## src/rtl/arb_req_ctrl_if.sv

```systemverilog
// arb_req_ctrl_if
// Bundles the signals between the job producers, the arb_req_ctrl front end
// and the downstream two-client arbiter.
//   job_valid[1:0]        producer -> ctrl : per-client push strobe
//   job_len[2*LEN_W-1:0]  producer -> ctrl : client i length at [i*LEN_W +: LEN_W]
//   job_ready[1:0]        ctrl -> producer : client i queue not full
//   request[1:0]          ctrl -> arbiter  : registered request
//   grant[1:0]            arbiter -> ctrl  : grant per client
//   beat[1:0]             ctrl -> producer : one beat transferred this cycle
//   done[1:0]             ctrl -> producer : pulse on a job's final beat
//   overflow[1:0]         ctrl -> producer : sticky dropped-push flag
// The master modport is the environment side (producers plus arbiter); the
// slave modport is the arb_req_ctrl side.
interface arb_req_ctrl_if #(
    parameter int LEN_W = 4
);
    logic [1:0]         job_valid;
    logic [2*LEN_W-1:0] job_len;
    logic [1:0]         job_ready;
    logic [1:0]         request;
    logic [1:0]         grant;
    logic [1:0]         beat;
    logic [1:0]         done;
    logic [1:0]         overflow;

    modport master (
        output job_valid, job_len, grant,
        input  job_ready, request, beat, done, overflow
    );

    modport slave (
        input  job_valid, job_len, grant,
        output job_ready, request, beat, done, overflow
    );
endinterface

```

## src/rtl/arb_req_ctrl.sv

```systemverilog
// arb_req_ctrl
// Requester-side front end for a two-client arbiter. Each client owns a job
// FIFO, a request FSM and a beat down-counter. A queued job is popped, its
// request is raised and held until granted, granted beats are counted down,
// and the request is dropped for one release cycle after the final beat.
// Ports:
//   clk  : single clock, rising edge
//   rst  : synchronous active-high reset
//   bus  : arb_req_ctrl_if.slave (job push side, request/grant side, status)
module arb_req_ctrl #(
    parameter int DEPTH = 4,
    parameter int LEN_W = 4
) (
    input  logic           clk,
    input  logic           rst,
    arb_req_ctrl_if.slave  bus
);

    localparam int AW = $clog2(DEPTH);

    typedef enum logic [1:0] {
        ST_IDLE = 2'd0,
        ST_REQ  = 2'd1,
        ST_XFER = 2'd2,
        ST_REL  = 2'd3
    } state_t;

    logic ready_s    [2];
    logic request_s  [2];
    logic beat_s     [2];
    logic done_s     [2];
    logic overflow_s [2];

    for (genvar i = 0; i < 2; i++) begin : g_ch
        logic [LEN_W-1:0] mem_q [DEPTH];
        logic [AW:0]      wr_ptr_q, wr_ptr_d;
        logic [AW:0]      rd_ptr_q, rd_ptr_d;
        state_t           state_q, state_d;
        logic [LEN_W-1:0] cnt_q, cnt_d;
        logic             request_q, request_d;
        logic             overflow_q, overflow_d;
        logic             full_s, empty_s, push_s;
        logic             beat_ch_s, done_ch_s;
        logic [LEN_W-1:0] len_in_s, head_s;

        // Extra pointer MSB separates a full queue from an empty one.
        assign full_s   = (wr_ptr_q[AW] != rd_ptr_q[AW]) &&
                          (wr_ptr_q[AW-1:0] == rd_ptr_q[AW-1:0]);
        assign empty_s  = (wr_ptr_q == rd_ptr_q);
        // Readiness is based on start-of-cycle occupancy, so a same-cycle
        // pop never lets a push into a full queue.
        assign push_s   = bus.job_valid[i] & ~full_s;
        assign len_in_s = bus.job_len[i*LEN_W +: LEN_W];
        assign head_s   = mem_q[rd_ptr_q[AW-1:0]];

        // Next-state, counter, pointer and status computation for this client.
        always_comb begin
            state_d    = state_q;
            cnt_d      = cnt_q;
            rd_ptr_d   = rd_ptr_q;
            wr_ptr_d   = wr_ptr_q;
            beat_ch_s  = 1'b0;
            done_ch_s  = 1'b0;
            overflow_d = overflow_q | (bus.job_valid[i] & full_s);

            if (push_s) begin
                wr_ptr_d = wr_ptr_q + (AW+1)'(1);
            end else begin
                wr_ptr_d = wr_ptr_q;
            end

            case (state_q)
                ST_IDLE: begin
                    if (!empty_s) begin
                        rd_ptr_d = rd_ptr_q + (AW+1)'(1);
                        cnt_d    = head_s;
                        state_d  = ST_REQ;
                    end else begin
                        state_d  = ST_IDLE;
                    end
                end
                ST_REQ: begin
                    if (bus.grant[i]) begin
                        state_d = ST_XFER;
                    end else begin
                        state_d = ST_REQ;
                    end
                end
                ST_XFER: begin
                    if (bus.grant[i]) begin
                        beat_ch_s = 1'b1;
                        // A beat taken with the counter at zero is the last one.
                        if (cnt_q == '0) begin
                            done_ch_s = 1'b1;
                            state_d   = ST_REL;
                        end else begin
                            cnt_d     = cnt_q - LEN_W'(1);
                        end
                    end else begin
                        state_d = ST_XFER;
                    end
                end
                ST_REL: begin
                    state_d = ST_IDLE;
                end
                default: begin
                    state_d = ST_IDLE;
                end
            endcase

            request_d = (state_d == ST_REQ) || (state_d == ST_XFER);
        end

        // Control state registers with synchronous reset.
        always_ff @(posedge clk) begin
            if (rst) begin
                state_q    <= ST_IDLE;
                cnt_q      <= '0;
                wr_ptr_q   <= '0;
                rd_ptr_q   <= '0;
                request_q  <= 1'b0;
                overflow_q <= 1'b0;
            end else begin
                state_q    <= state_d;
                cnt_q      <= cnt_d;
                wr_ptr_q   <= wr_ptr_d;
                rd_ptr_q   <= rd_ptr_d;
                request_q  <= request_d;
                overflow_q <= overflow_d;
            end
        end

        // Queue storage; no reset needed since the pointers define validity.
        always_ff @(posedge clk) begin
            if (push_s && !rst) begin
                mem_q[wr_ptr_q[AW-1:0]] <= len_in_s;
            end
        end

        assign ready_s[i]    = ~full_s;
        assign request_s[i]  = request_q;
        assign beat_s[i]     = beat_ch_s;
        assign done_s[i]     = done_ch_s;
        assign overflow_s[i] = overflow_q;
    end

    assign bus.job_ready = {ready_s[1],    ready_s[0]};
    assign bus.request   = {request_s[1],  request_s[0]};
    assign bus.beat      = {beat_s[1],     beat_s[0]};
    assign bus.done      = {done_s[1],     done_s[0]};
    assign bus.overflow  = {overflow_s[1], overflow_s[0]};

endmodule

```

## src/flat_wrapper.sv

```systemverilog
// flat-port wrapper written by rule: the top's interface ports become plain ports
module arb_req_ctrl_flat 
#(
    parameter int DEPTH = 4,
    parameter int LEN_W = 4
)
  (clk, rst, bus_job_valid, bus_job_len, bus_grant, bus_job_ready, bus_request, bus_beat, bus_done, bus_overflow);
  arb_req_ctrl_if #(.LEN_W(LEN_W)) bus_i ();
  input  logic clk;
  input  logic rst;
  input wire logic [$bits(bus_i.job_valid)-1:0] bus_job_valid;
  input wire logic [$bits(bus_i.job_len)-1:0] bus_job_len;
  input wire logic [$bits(bus_i.grant)-1:0] bus_grant;
  output wire logic [$bits(bus_i.job_ready)-1:0] bus_job_ready;
  output wire logic [$bits(bus_i.request)-1:0] bus_request;
  output wire logic [$bits(bus_i.beat)-1:0] bus_beat;
  output wire logic [$bits(bus_i.done)-1:0] bus_done;
  output wire logic [$bits(bus_i.overflow)-1:0] bus_overflow;
  assign bus_i.job_valid = bus_job_valid;
  assign bus_i.job_len = bus_job_len;
  assign bus_i.grant = bus_grant;
  assign bus_job_ready = bus_i.job_ready;
  assign bus_request = bus_i.request;
  assign bus_beat = bus_i.beat;
  assign bus_done = bus_i.done;
  assign bus_overflow = bus_i.overflow;
  arb_req_ctrl #(.DEPTH(DEPTH), .LEN_W(LEN_W)) u_core (.clk(clk), .rst(rst), .bus(bus_i));
endmodule
```

## config.mk

```make
export PLATFORM = sky130hd
export DESIGN_NAME = arb_req_ctrl_flat
export DESIGN_NICKNAME = d
export VERILOG_FILES = /design/src/rtl/arb_req_ctrl_if.sv /design/src/rtl/arb_req_ctrl.sv /design/src/flat_wrapper.sv
export SDC_FILE = /design/constraint.sdc
export NUM_CORES = 1
export LEC_CHECK = 0
export CAP_MARGIN = 20
export CORE_ASPECT_RATIO = 1.5
export CORE_MARGIN = 3
export CORE_UTILIZATION = 40
export DETAILED_ROUTE_END_ITERATION = 8
export HOLD_SLACK_MARGIN = 0.15
export PLACE_DENSITY = 0.67
export SLEW_MARGIN = 20
export SYNTH_ARGS = -nofsm -noshare
export SYNTH_HDL_FRONTEND = slang
export SYNTH_SLANG_ARGS = --single-unit
```

## constraint.sdc

```tcl
create_clock -name clk -period 2.3 [get_ports clk]
set_input_delay 0.46 -clock clk [delete_from_list [all_inputs] [get_ports clk]]
set_output_delay 0.46 -clock clk [all_outputs]
set_load 0.01 [all_outputs]
```

== Word level (Yosys, flattened, before mapping) ==
Memories as Yosys holds them, arrays and structs flattened. A register that Yosys moved wholly into a read port is not among the register bits.
Index checks and enable logic that the tools add are counted.
Operators by class
  reduce and logical (&&, ||, !) cells: 17
  add/sub/neg operators: 6
  multiplexer cells: 36
  eq/ne operators: 22
  bitwise logic cells: 10
Operators by type and width (number)
  two-way mux 4 bit: 6
  two-way mux 2 bit: 10
  two-way mux 1 bit: 16
  one-hot mux 2 bit (4 select lines): 2
  one-hot mux 4 bit (2 select lines): 2
  adder 3 x 1 -> 3 bit, second input constant: 4
  equality test 2 bit, second input constant: 6
  inequality test 2 bit, second input constant: 6
  equality test 2 x 1 -> 1 bit, second input constant: 4
  logical NOT 4 bit: 2
  AND reduction 4 bit: 2
  subtractor 4 x 1 -> 4 bit, second input constant: 2
  equality test 3 bit: 2
  AND 1 bit: 4
  equality test 2 bit: 2
  logical AND 1 bit: 4
  logical NOT 2 bit: 2
  inverter 1 bit: 4
  AND reduction 2 bit: 2
  nonzero test 2 bit: 2
  logical OR 1 bit: 2
  inequality test 1 bit: 2
  bitwise OR 1 bit: 2
  logical NOT 1 bit: 1
Storage, ports and cells
  bits in registers: 28
  logic and storage cells: 105
  memories kept: 2
  RAM bits: 32
  output and inout bits: 10
  input bits: 14
Memories
  u_core.g_ch[0].mem_q: words 4, width 4, read ports 1, clocked after Yosys merged registers in 1, write ports 1, RTL line arb_req_ctrl.sv:35  | logic [LEN_W-1:0] mem_q [DEPTH];
  u_core.g_ch[1].mem_q: words 4, width 4, read ports 1, clocked after Yosys merged registers in 1, write ports 1, RTL line arb_req_ctrl.sv:35

== Logic depth before layout (Yosys ltp) ==
Gate-level depths: netlist (run 1).
  depth after elaboration: 7
  depth in mapped cells: 7
  mapped depth without buffers: 6

== Least setup slack after synthesis (run 1) ==
Ideal clock, no wire load.
  path kind: flip-flop to flip-flop
  from: reg u_core.g_ch[0].cnt_q[0]
  to: reg u_core.g_ch[0].cnt_q[0]
  clock period less this slack: 1.763 ns
  library setup time: 0.074 ns
  cell stages (with the launch flop): 7
  path slack: 0.537 ns
  buffers on the path: 0
  required time: 2.226 ns
  arrival time: 1.689 ns
  path through: dfxtp_1 inv_1 ha_1 nor3b_1 o21a_1 or4b_2 a31oi_1
Between the ends
  cells in the longest elaborated chain, start to end: 4
  elaborated cells on any way between the ends: 7
  classes of those cells: 1 x add/sub; 1 x eq/ne; 3 x mux; 2 x reduce/logical
RTL lines
  start, declared: RTL line arb_req_ctrl.sv:39  | logic [LEN_W-1:0] cnt_q, cnt_d;
  start signal, assigned: RTL line arb_req_ctrl.sv:125  | cnt_q <= cnt_d;
  subtractor 4 x 1 -> 4 bit: RTL line arb_req_ctrl.sv:97  | cnt_d = cnt_q - LEN_W'(1);
  two-way mux 4 bit: RTL line arb_req_ctrl.sv:93  | if (cnt_q == '0) begin
  two-way mux 4 bit: RTL line arb_req_ctrl.sv:90  | if (bus.grant[i]) begin
  one-hot mux 4 bit (2 select lines): RTL line arb_req_ctrl.sv:72  | case (state_q)
Several ways; a longest one is shown, not always the timed one. The select of a mux whose other input is x is not followed.
A chain may end at the register's enable or synchronous reset.

== Worst setup path in the final report (run 1) ==
  from: reg u_core.g_ch[0].rd_ptr_q[1]
  to: out bus_job_ready[0]
Between the ends
  cells in the longest elaborated chain, start to end: 3
RTL lines
  start, declared: RTL line arb_req_ctrl.sv:37  | logic [AW:0] rd_ptr_q, rd_ptr_d;
  start signal, assigned: RTL line arb_req_ctrl.sv:127  | rd_ptr_q <= rd_ptr_d;
  equality test 2 bit: RTL line arb_req_ctrl.sv:48  | (wr_ptr_q[AW-1:0] == rd_ptr_q[AW-1:0]);
  logical AND 1 bit: RTL line arb_req_ctrl.sv:47  | assign full_s = (wr_ptr_q[AW] != rd_ptr_q[AW]) &&
  inverter 1 bit: RTL line arb_req_ctrl.sv:140  | assign ready_s[i] = ~full_s;
  end, declared: RTL line flat_wrapper.sv:14  | output wire logic [$bits(bus_i.job_ready)-1:0] bus_job_ready;
No other way between the ends.

==> results of run 1 <==
[worst paths after layout]
kind | slack, ns | to | depth (start not counted)
hold reg to reg | 0.49 | u_core.g_ch[1].overflow_q$_SDFF_PP0_ | 2
setup reg to reg | 0.31 | u_core.g_ch[0].cnt_q[0]$_SDFFE_PP0P_ | 7
hold / removal | 0.49 | u_core.g_ch[1].overflow_q$_SDFF_PP0_ | 2
setup / recovery | 0.12 | bus_job_ready[0] | 4
[cell usage in the layout, fill, tap and decap left out, drive strengths merged, types with 7 or more instances in the layout]
| cell | instances |
|---|---|
| clkbuf | 13 |
| ha | 12 |
| inv | 13 |
| and2 | 9 |
| mux4 | 8 |
| nand2b | 7 |
| xor2 | 11 |
| dfxtp | 32 |
| buf | 11 |
| nor2 | 30 |
| clkdlybuf4s50 | 21 |
| a21oi | 10 |
| edfxtp | 32 |
[power by group through the flow]
| stage | Clock [mW] | Sequential, mW | Combinational (mW) |
|---|---|---|---|
| floorplan | 0 | 1.54 | 0.963 |
| CTS | 1.05 | 1.61 | 1.23 |
| finish | 1.01 | 1.62 | 1.26 |
| global placement | 0 | 1.61 | 1.16 |
| global route | 1.09 | 1.65 | 1.39 |
| detailed placement | 0 | 1.62 | 1.17 |
[repair_timing]
| item | CTS | global route |
|---|---|---|
| buffers inserted | 1 | 1 |
| pin swaps | 0 | 1 |
| setup endpoints to repair | 2 | 3 |
| gates resized for setup | 4 | 10 |
[state kept, by name, indices dropped and copies added (netlist names), named ones only]
name / cells
u_core.g_ch.cnt_q: 8
u_core.g_ch.mem_q: 32
u_core.g_ch.overflow_q: 2
u_core.g_ch.rd_ptr_q: 6
u_core.g_ch.request_q: 2
u_core.g_ch.state_q: 4
u_core.g_ch.wr_ptr_q: 6
[cells by family (layout without fill, tap and decap cells)]
group                      count (synthesis)  count (layout)  synth area share
AOI/OAI and AO/OA                         38              38            0.0947
DFF                                       64              64             0.536
muxes                                     14              14            0.0821
buffers and inverters                     30              63            0.0482
xor gates and xnor gates                  16              16            0.0570
and+or+nand+nor                           74              74             0.132
adders and majority gates                 12              12            0.0503
[layout make-up]
cell class              count  area share
clock inverters             3      0.0112
flip-flops and latches     64       0.449
well taps                 100      0.0349
inverters                  13      0.0136
multi-input cells         154       0.356
repair buffers             34      0.0877
clock buffers              13      0.0475
[worst min-delay path, cell delays in order, from the launching register on]
cell	delay, ns
dfxtp_1	0.34
a31oi_1	0.04
nor2_1	0.07
[routing by layer]
metal,track usage,vias to the layer above
met5,0,-
met4,0.0762,0
met3,0.0324,8
met2,0.207,29
met1,0.156,886
li1,-,955
[per-stage QoR]
stage	setup slack [ns]	hold slack, ns	power (mW)	area, sq um	instances
global placement	0.0581	0.458	2.78	3310	363
floorplan	0.537	0.438	2.50	2990	248
global route	0.0135	0.505	4.13	3580	381
finish	0.122	0.486	3.89	3580	381
detailed placement	0.0268	0.463	2.79	3310	363
CTS	0.000542	0.489	3.89	3550	380
==> key figures, run 1 <==
Global routing
  – Global-route wire length before repair: 8580 um
  – Antenna violations before repair: 0
  – GR Overflow Total: 0
  – Largest net degree at the start of global routing: 18
  – GRT Util Overall: 0.129
  – Number of global-route vias before repair: approximately 1900

Placed design
  – Routability cong.: around 0.8
  – Port bufs: 23
  – Hpwl dp: 3590 um

Logic synthesis
  – Synth cell types: 42
  – Most used DFF post-synth: edfxtp_1
  – Number of synthesized flops with an enable pin: 32
  – Seq/Total Area, Yosys: 0.536
  – Post-synth top area cell: edfxtp_1
  – Synth area leaders: edfxtp_1 (32%), dfxtp_1 (21%), mux4_2 (5.3%)
  – Synth async-reset ratio: 0
  – Share of the synthesized area in the top cell type: 0.322
  – Syn Area/Cell: between 10 and 15 sq um
  – #FFs+latches synth: 64
  – Synth top cells by count: dfxtp_1 (32), edfxtp_1 (32), nor2_1 (30), inv_1 (13), ha_1 (12)
  – Syn_nets: 274
  – Cells after Synth: 248
  – Post-Synthesis Cell Area: 0.00299 sq mm
  – Syn. warnings: 0

Die
  – Core ar.: ~0.0072 sq mm
  – Die H: 112 um
  – Die area: 0.00856 sq mm
  – Std-Cell Rows: 38
  – Initial core utilization: 0.413
  – I/O pin count: 24
  – Die extent in x: 76.6 um

Cells and area
  – Fillers: 666
  – Sequential cell area: 0.00161 sq mm
  – Layout Utilization: 0.496
  – Footprint of the multi-input gates: 0.00128 sq mm
  – Net count, final: 302
  – Share of layout cells above drive strength 1: 0.192
  – # diodes: 0
  – Area grow syn2layout: 19.9%

Critical path
  – Cells along the critical path: xor2_4, nor3_1, inv_1, clkdlybuf4s50_1
  – Critical path class: register to output port
  – Reg-to-Reg Start: u_core.g_ch[0].cnt_q[0]$_SDFFE_PP0P_
  – Setup crit start kind: register
  – Setup crit start: u_core.g_ch[0].rd_ptr_q[1]$_SDFFE_PP0P_
  – Top delay family on crit path: buffers and inverters
  – Arr. time, crit path: roughly 1.7 ns
  – Critical Path End Type: output port
  – Critical Path RT: 1.84 ns
  – Peak fanout along the critical path: 7
  – Crit path buf inv count: 2
  – CP peak stage delay: approximately 0.53 ns
  – Worst path slowest cell: clkdlybuf4s50_1

Detailed routing
  – Routed WL: 5090 um
  – Pre-antenna DRT Iters: 4
  – DRT iter0 DRCs: 77
  – Vias after detailed routing: approximately 1900
  – Highest routed layer: met4
  – Via-per-instance ratio: roughly 4.9
  – DRC: 0
  – DR WL met3: 132 um
  – Met2 wire length: 2470 um
  – Wire per inst: 13.4 um
  – WL met1: 2350 um
  – Remaining antenna violation count: 0

Hold path
  – Min-delay worst type: register to register
  – Hold path start: u_core.g_ch[1].overflow_q$_SDFF_PP0_

CTS
  – Clk pin slew, worst setup/hold paths: 0.07 ns
  – CTS root buf: clkbuf_8
  – Max Root-Sink Buffers: 2
  – H-tree Lvls: 3
  – CTS tree: done
  – Clock Sinks: 64
  – Clock latency on the worst-skew pair: 0.34 ns
  – Num CTS Buffers: 9
  – Hold Buf Count CTS: 0

Timing
  – Sum Neg Setup Slack: 0 ns
  – Max-slew headroom: 0.608
  – Clock skew: 0.00843 ns
  – Finish-stage setup viols: 0
  – Final cycle utilization of the critical path: 0.947
  – RSZ-0062 raised after global routing: no
  – Tmin final: roughly 2.2 ns
  – Slew Limit Fails: 0
  – Peak Freq: 0.459 GHz
  – Final Hold Viols: 0
  – Worst-Margin Slew: just under 0.6 ns

Flow run
  – Max-Cap Viols: 0

Power and ir drop
  – Switching share of power: 0.316
  – Power Density: 1090 mW/mm^2
  – Max rail drop VDD: 0.000349 V
  – Sequential share of power: 0.416
  – Leak Pwr: ~1.3 nW
  – Int Power: 2.66 mW
  – Sw Pwr: roughly 1.2 mW
  – Clock power frac: 0.260
  – Combinational cell fraction of total power: 0.324

Outcome
  – Status: complete, no violations
Note: power is estimated with default switching activity, not from simulation.
==> run 2, diff against run 1 <==
--- a/config.mk
+++ b/config.mk
@@ -9,6 +9,7 @@
 export CORE_ASPECT_RATIO = 1.5
 export CORE_MARGIN = 3
 export CORE_UTILIZATION = 40
+export CTS_BUF_LIST = sky130_fd_sc_hd__clkbuf_16
 export DETAILED_ROUTE_END_ITERATION = 8
 export HOLD_SLACK_MARGIN = 0.15
 export PLACE_DENSITY = 0.67
==> run 2 against run 1 <==
  * Sequential power about the same
  * Die area unchanged
  * Clock skew shrank 0.0012 ns
  * Register-to-register slack hardly changed
  * Cell count did not move
  * Maximum frequency shrank 0.15%
  * Power grew 8.9%
  * First-iteration DRC count fell by 18%
  * Combinational power barely moved
  * Largest cell class unchanged
  * Largest power group unchanged
==> key figures, run 2 (same netlist as run 1, synthesis figures left out) <==
Timing
  – Final Hold Viols: 0
  – RSZ-0062 raised after global routing: no
  – Worst-Margin Slew: between 0.5 and 0.6 ns
  – Slew Limit Fails: 0
  – Tmin final: 2.18 ns
  – Clock skew: approximately 0.0072 ns
  – Peak Freq: 0.458 GHz
  – Max-slew headroom: 0.608
  – Fin Hold WS: 0.483 ns
  – Finish-stage setup viols: 0
  – Sum Neg Setup Slack: 0 ns
  – Final cycle utilization of the critical path: 0.948

CTS
  – Num CTS Buffers: 9
  – CTS tree: done
  – Clock Sinks: 64
  – Clk pin slew, worst setup/hold paths: 0.05 ns
  – CTS root buf: clkbuf_16
  – H-tree Lvls: 3
  – Clock latency on the worst-skew pair: approximately 0.32 ns
  – Max Root-Sink Buffers: 2

Cells and area
  – Commonest non-fill, non-tap cell in the layout: edfxtp_1
  – Most frequent cells in the layout: edfxtp_1 (32), dfxtp_1 (31), nor2_1 (28), clkdlybuf4s50_1 (21), inv_1 (15)
  – Net count, final: 302
  – Design area: 0.00367 sq mm
  – Share of layout cells above drive strength 1: 0.174
  – Sequential cell area: 0.00160 sq mm
  – Layout Utilization: 0.508
  – Fillers: 654
  – Area grow syn2layout: 22.8%
  – Footprint of the multi-input gates: 0.00128 sq mm
  – # diodes: 0
  – Max FFs per register: 32

Power and ir drop
  – Power, Total: 4.23 mW
  – Sequential share of power: 0.382
  – Leak Pwr: about 1.4 nW
  – Combinational cell fraction of total power: 0.297
  – Sw Pwr: 1.28 mW
  – Power Density: 1150 mW/mm^2
  – Clock power frac: 0.321
  – Switching share of power: 0.303
  – Max rail drop VDD: 0.000513 V
  – Int Power: 2.95 mW

Placed design
  – Port bufs: 23
  – Routability cong.: ~0.8
  – Area after DPL: 0.00331 sq mm
  – Hpwl dp: 3590 um

Global routing
  – GR Overflow Total: 0
  – Antenna violations before repair: 0
  – Met2 Use GR: 0.206
  – Global-route wire length before repair: between 8000 and 9000 um
  – Gr busiest metal: met2
  – Number of global-route vias before repair: 1855
  – GR Util met1: 0.158
  – GRT Util Overall: 0.130
  – Routing usage on met3: 0.0299
  – Largest net degree at the start of global routing: 18

Die
  – Std-Cell Rows: 38
  – I/O pin count: 24
  – Die H: 112 um
  – Initial core utilization: 0.413
  – Core ar.: 0.00723 sq mm
  – Die extent in x: between 70 and 80 um
  – Die area: 0.00856 sq mm

Critical path
  – Setup crit start kind: register
  – Critical Path RT: 1.84 ns
  – CP peak stage delay: 0.52 ns
  – Cells along the critical path: inv_1, nor2_2, and2_1, clkdlybuf4s50_1
  – Peak fanout along the critical path: 7
  – Critical Path End Type: output port
  – Worst path slowest cell: clkdlybuf4s50_1
  – Critical path class: register to output port
  – Arr. time, crit path: 1.72 ns

Detailed routing
  – Vias after detailed routing: 1885
  – DRC: 0
  – Remaining antenna violation count: 0
  – Routed WL: 5170 um
  – Pre-antenna DRT Iters: 4
  – Via-per-instance ratio: 4.95
  – Wire per inst: 13.6 um
  – DRT iter0 DRCs: 63

Flow run
  – Max-Cap Viols: 0

Outcome
  – Status: complete, no violations

Hold path
  – Min-delay worst type: register to register
==> run 2: per-layer routing <==
metal	routed length, um	up-vias
met5	0	-
met1	2360	888
met3	119	10
met4	136	0
met2	2550	29
li1	-	958
==> run 2: stage by stage <==
step	instances	setup WS, ns
global route	381	0.0110
CTS	379	0.00520
global placement	363	0.0581
floorplan	248	0.537
finish	381	0.119
detailed placement	363	0.0268
==> run 2: power groups by stage <==
| stage | logic (mW) | registers, mW | clock network [mW] |
|---|---|---|---|
| floorplan | 0.963 | 1.54 | 0 |
| global placement | 1.16 | 1.61 | 0 |
| detailed placement | 1.17 | 1.62 | 0 |
| CTS | 1.21 | 1.61 | 1.39 |
| global route | 1.39 | 1.65 | 1.43 |
| finish | 1.26 | 1.62 | 1.36 |
==> run 2: area by class of cell <==
| type | count | area share |
|---|---|---|
| well taps | 100 | 0.0341 |
| multi-input cells | 154 | 0.348 |
| inverters | 13 | 0.0133 |
| clock inverters | 6 | 0.0140 |
| flip-flops and latches | 64 | 0.437 |
| repair buffers | 34 | 0.0856 |
| clock buffers | 10 | 0.0682 |
==> run 2: critical path: cells and delay by family, from the launching register on <==
kind          cells  cell delay (ns)
buf+inv           2             0.67
flops             1             0.42
simple gates      2             0.31
==> run 2: path summary, 6_finish.rpt <==
kind	start	endpoint	slack (ns)	cells after the start
worst min-delay path	u_core.g_ch[1].overflow_q$_SDFF_PP0_	u_core.g_ch[1].overflow_q$_SDFF_PP0_	0.48	2
worst max register to register	u_core.g_ch[0].cnt_q[0]$_SDFFE_PP0P_	u_core.g_ch[0].cnt_q[0]$_SDFFE_PP0P_	0.31	7
worst min register to register	u_core.g_ch[1].overflow_q$_SDFF_PP0_	u_core.g_ch[1].overflow_q$_SDFF_PP0_	0.48	2
worst max-delay path	u_core.g_ch[1].state_q[1]$_SDFF_PP0_	bus_beat[1]	0.12	4
==> run 2: repair_timing <==
action	CTS	global route
resized for setup	4	6
hold buffers	0	0
buffers inserted	0	2
endpoints found under the setup margin	2	3
pin swaps	0	1
==> run 3, diff against run 2 <==
--- a/config.mk
+++ b/config.mk
@@ -7,7 +7,6 @@
 export LEC_CHECK = 0
 export CAP_MARGIN = 20
 export CORE_ASPECT_RATIO = 1.5
-export CORE_MARGIN = 3
 export CORE_UTILIZATION = 40
 export CTS_BUF_LIST = sky130_fd_sc_hd__clkbuf_16
 export DETAILED_ROUTE_END_ITERATION = 8
==> run 3 against run 2 <==
  * Cell area is 0.92% lower
  * Maximum frequency fell by 1.8%
  * Largest power group unchanged
  * Via count grew 1.6%
  * Power fell by 3.6%
==> key figures, run 3 (same netlist as run 1, synthesis figures left out) <==
Outcome
  – Status: complete, no violations

Die
  – Die extent in x: between 70 and 80 um
  – Core ar.: 0.00723 sq mm
  – Die area: 0.00782 sq mm
  – Die H: 108 um
  – Initial core utilization: 0.413
  – I/O pin count: 24
  – Std-Cell Rows: 38

Hold path
  – Min-delay worst type: register to register
  – Hold path start: u_core.g_ch[0].overflow_q$_SDFF_PP0_
  – Worst Hold Path Cells: 2
  – Hold EP: u_core.g_ch[0].overflow_q$_SDFF_PP0_

Placed design
  – Placed Instances: approximately 360
  – Area after DPL: 0.00331 sq mm
  – Hpwl dp: 3750 um
  – Routability cong.: about 0.77
  – Port bufs: 23
  – Place WS: 0.0341 ns

Timing
  – Clock skew: 0.00819 ns
  – Tmin final: 2.22 ns
  – Finish-stage setup viols: 0
  – RSZ-0062 raised after global routing: no
  – Sum Neg Setup Slack: 0 ns
  – Slew Limit Fails: 0
  – Final Hold Viols: 0
  – Final cycle utilization of the critical path: 0.966
  – Max-slew headroom: 0.622
  – Fin Hold WS: around 0.47 ns
  – Fin worst setup slack: 0.0779 ns
  – Worst-Margin Slew: 0.562 ns
  – Peak Freq: 0.450 GHz

Critical path
  – Reg2reg path depth: 5
  – Arr. time, crit path: 1.76 ns
  – Setup crit start kind: register
  – Reg-to-Reg Start: u_core.g_ch[1].wr_ptr_q[1]$_SDFFE_PP0P_
  – Critical Path End Type: output port
  – Peak fanout along the critical path: 7
  – Worst path slowest cell: clkdlybuf4s50_1
  – Critical Path RT: 1.84 ns
  – Critical path class: register to output port
  – CP peak stage delay: around 0.52 ns
  – FF-to-FF End: u_core.g_ch[1].mem_q[1][2]$_DFFE_PP_
  – Reg2Reg Setup Slack: 0.40 ns
  – Cells along the critical path: xor2_4, nor3_1, inv_1, clkdlybuf4s50_1

CTS
  – Clock Sinks: 64
  – Hold Buf Count CTS: 0
  – Clock latency on the worst-skew pair: 0.33 ns
  – H-tree Lvls: 3
  – Num CTS Buffers: 9
  – Setup Buffers After CTS: 0
  – Clk pin slew, worst setup/hold paths: 0.05 ns
  – Max Root-Sink Buffers: 2
  – CTS tree: done
  – CTS root buf: clkbuf_16

Cells and area
  – Sequential cell area: 0.00161 sq mm
  – Area grow syn2layout: 21.7%
  – Design area: 0.00363 sq mm
  – # diodes: 0
  – Commonest non-fill, non-tap cell in the layout: edfxtp_1
  – Share of layout cells above drive strength 1: 0.176
  – Net count, final: 299
  – Max FFs per register: 32
  – Most frequent cells in the layout: edfxtp_1 (32), dfxtp_1 (29), nor2_1 (28), clkdlybuf4s50_1 (21), inv_1 (15)
  – Fillers: 673
  – Footprint of the multi-input gates: 0.00129 sq mm
  – Final std cells w/o fill: 378
  – Layout Utilization: 0.503

Detailed routing
  – Vias after detailed routing: 1916
  – WL met1: around 2400 um
  – DRC: 0
  – Routed WL: around 5200 um
  – Via-per-instance ratio: 5.07
  – Remaining antenna violation count: 0
  – Wire per inst: about 14 um
  – Met2 wire length: 2530 um
  – Highest routed layer: met4
  – Pre-antenna DRT Iters: 4
  – DR WL met3: roughly 140 um
  – DRT iter0 DRCs: 157

Power and ir drop
  – Int Power: 2.81 mW
  – Power, Total: a little over 4 mW
  – Leak Pwr: 1.35 nW
  – Power Density: 1120 mW/mm^2
  – Combinational cell fraction of total power: 0.298
  – Sequential share of power: 0.400
  – Clock power frac: 0.302
  – Switching share of power: 0.312
  – Max rail drop VDD: 0.000513 V
  – Sw Pwr: 1.27 mW

Global routing
  – GR Overflow Total: 0
  – Global-route wire length before repair: roughly 8800 um
  – Largest net degree at the start of global routing: 18
  – GRT Util Overall: 0.151
  – Antenna violations before repair: 0
  – Number of global-route vias before repair: 1846

Flow run
  – Max-Cap Viols: 0
-- run 3: worst max path at each step --
stage                                            startpoint                                    to  slack [ns]  cells after the start
finish              u_core.g_ch[0].rd_ptr_q[0]$_SDFFE_PP0P_                      bus_job_ready[0]        0.08                      4
global route        u_core.g_ch[0].rd_ptr_q[0]$_SDFFE_PP0P_                      bus_job_ready[0]       0.004                      4
CTS                    u_core.g_ch[0].cnt_q[0]$_SDFFE_PP0P_                           bus_done[0]      0.0005                      6
detailed placement                             bus_grant[0]                           bus_done[0]        0.03                      6
global placement                               bus_grant[0]                           bus_done[0]        0.06                      6
floorplan              u_core.g_ch[0].cnt_q[0]$_SDFFE_PP0P_  u_core.g_ch[0].cnt_q[0]$_SDFFE_PP0P_        0.54                      6
-- run 3: cell type report --
class	count	area share
Sequential cell	64	0.442
Multi-Input combinational cell	154	0.354
Timing Repair Buffer	31	0.0802
Clock buffer	10	0.0688
Tap cell	100	0.0344
Inverter	13	0.0134
Clock inverter	6	0.00723
-- run 3: metal layers --
metal	global-route usage	vias up
met4	0.0924	0
met3	0.0318	12
met5	0	-
met1	0.192	914
met2	0.233	35
li1	-	955
-- run 3: worst max-delay path: cells and delay by family (launching register included) --
| kind | cells | cell delay [ns] |
|---|---|---|
| DFF | 1 | 0.48 |
| xor gates and xnor gates | 1 | 0.27 |
| and+or+nand+nor | 1 | 0.10 |
| buffers and inverters | 2 | 0.58 |
-- run 3: power by group through the flow --
stage          clock network (mW)  logic (mW)  registers [mW]
2_1_floorplan                   0       0.963            1.54
3_3_place_gp                    0        1.14            1.62
3_5_place_dp                    0        1.17            1.63
4_1_cts                      1.26        1.19            1.61
5_1_grt                      1.30        1.37            1.67
6_report                     1.23        1.21            1.63
-- run 3: repair_timing --
item	in CTS	in global routing
pin swaps	0	1
setup endpoints to repair	2	3
resized for setup	3	10
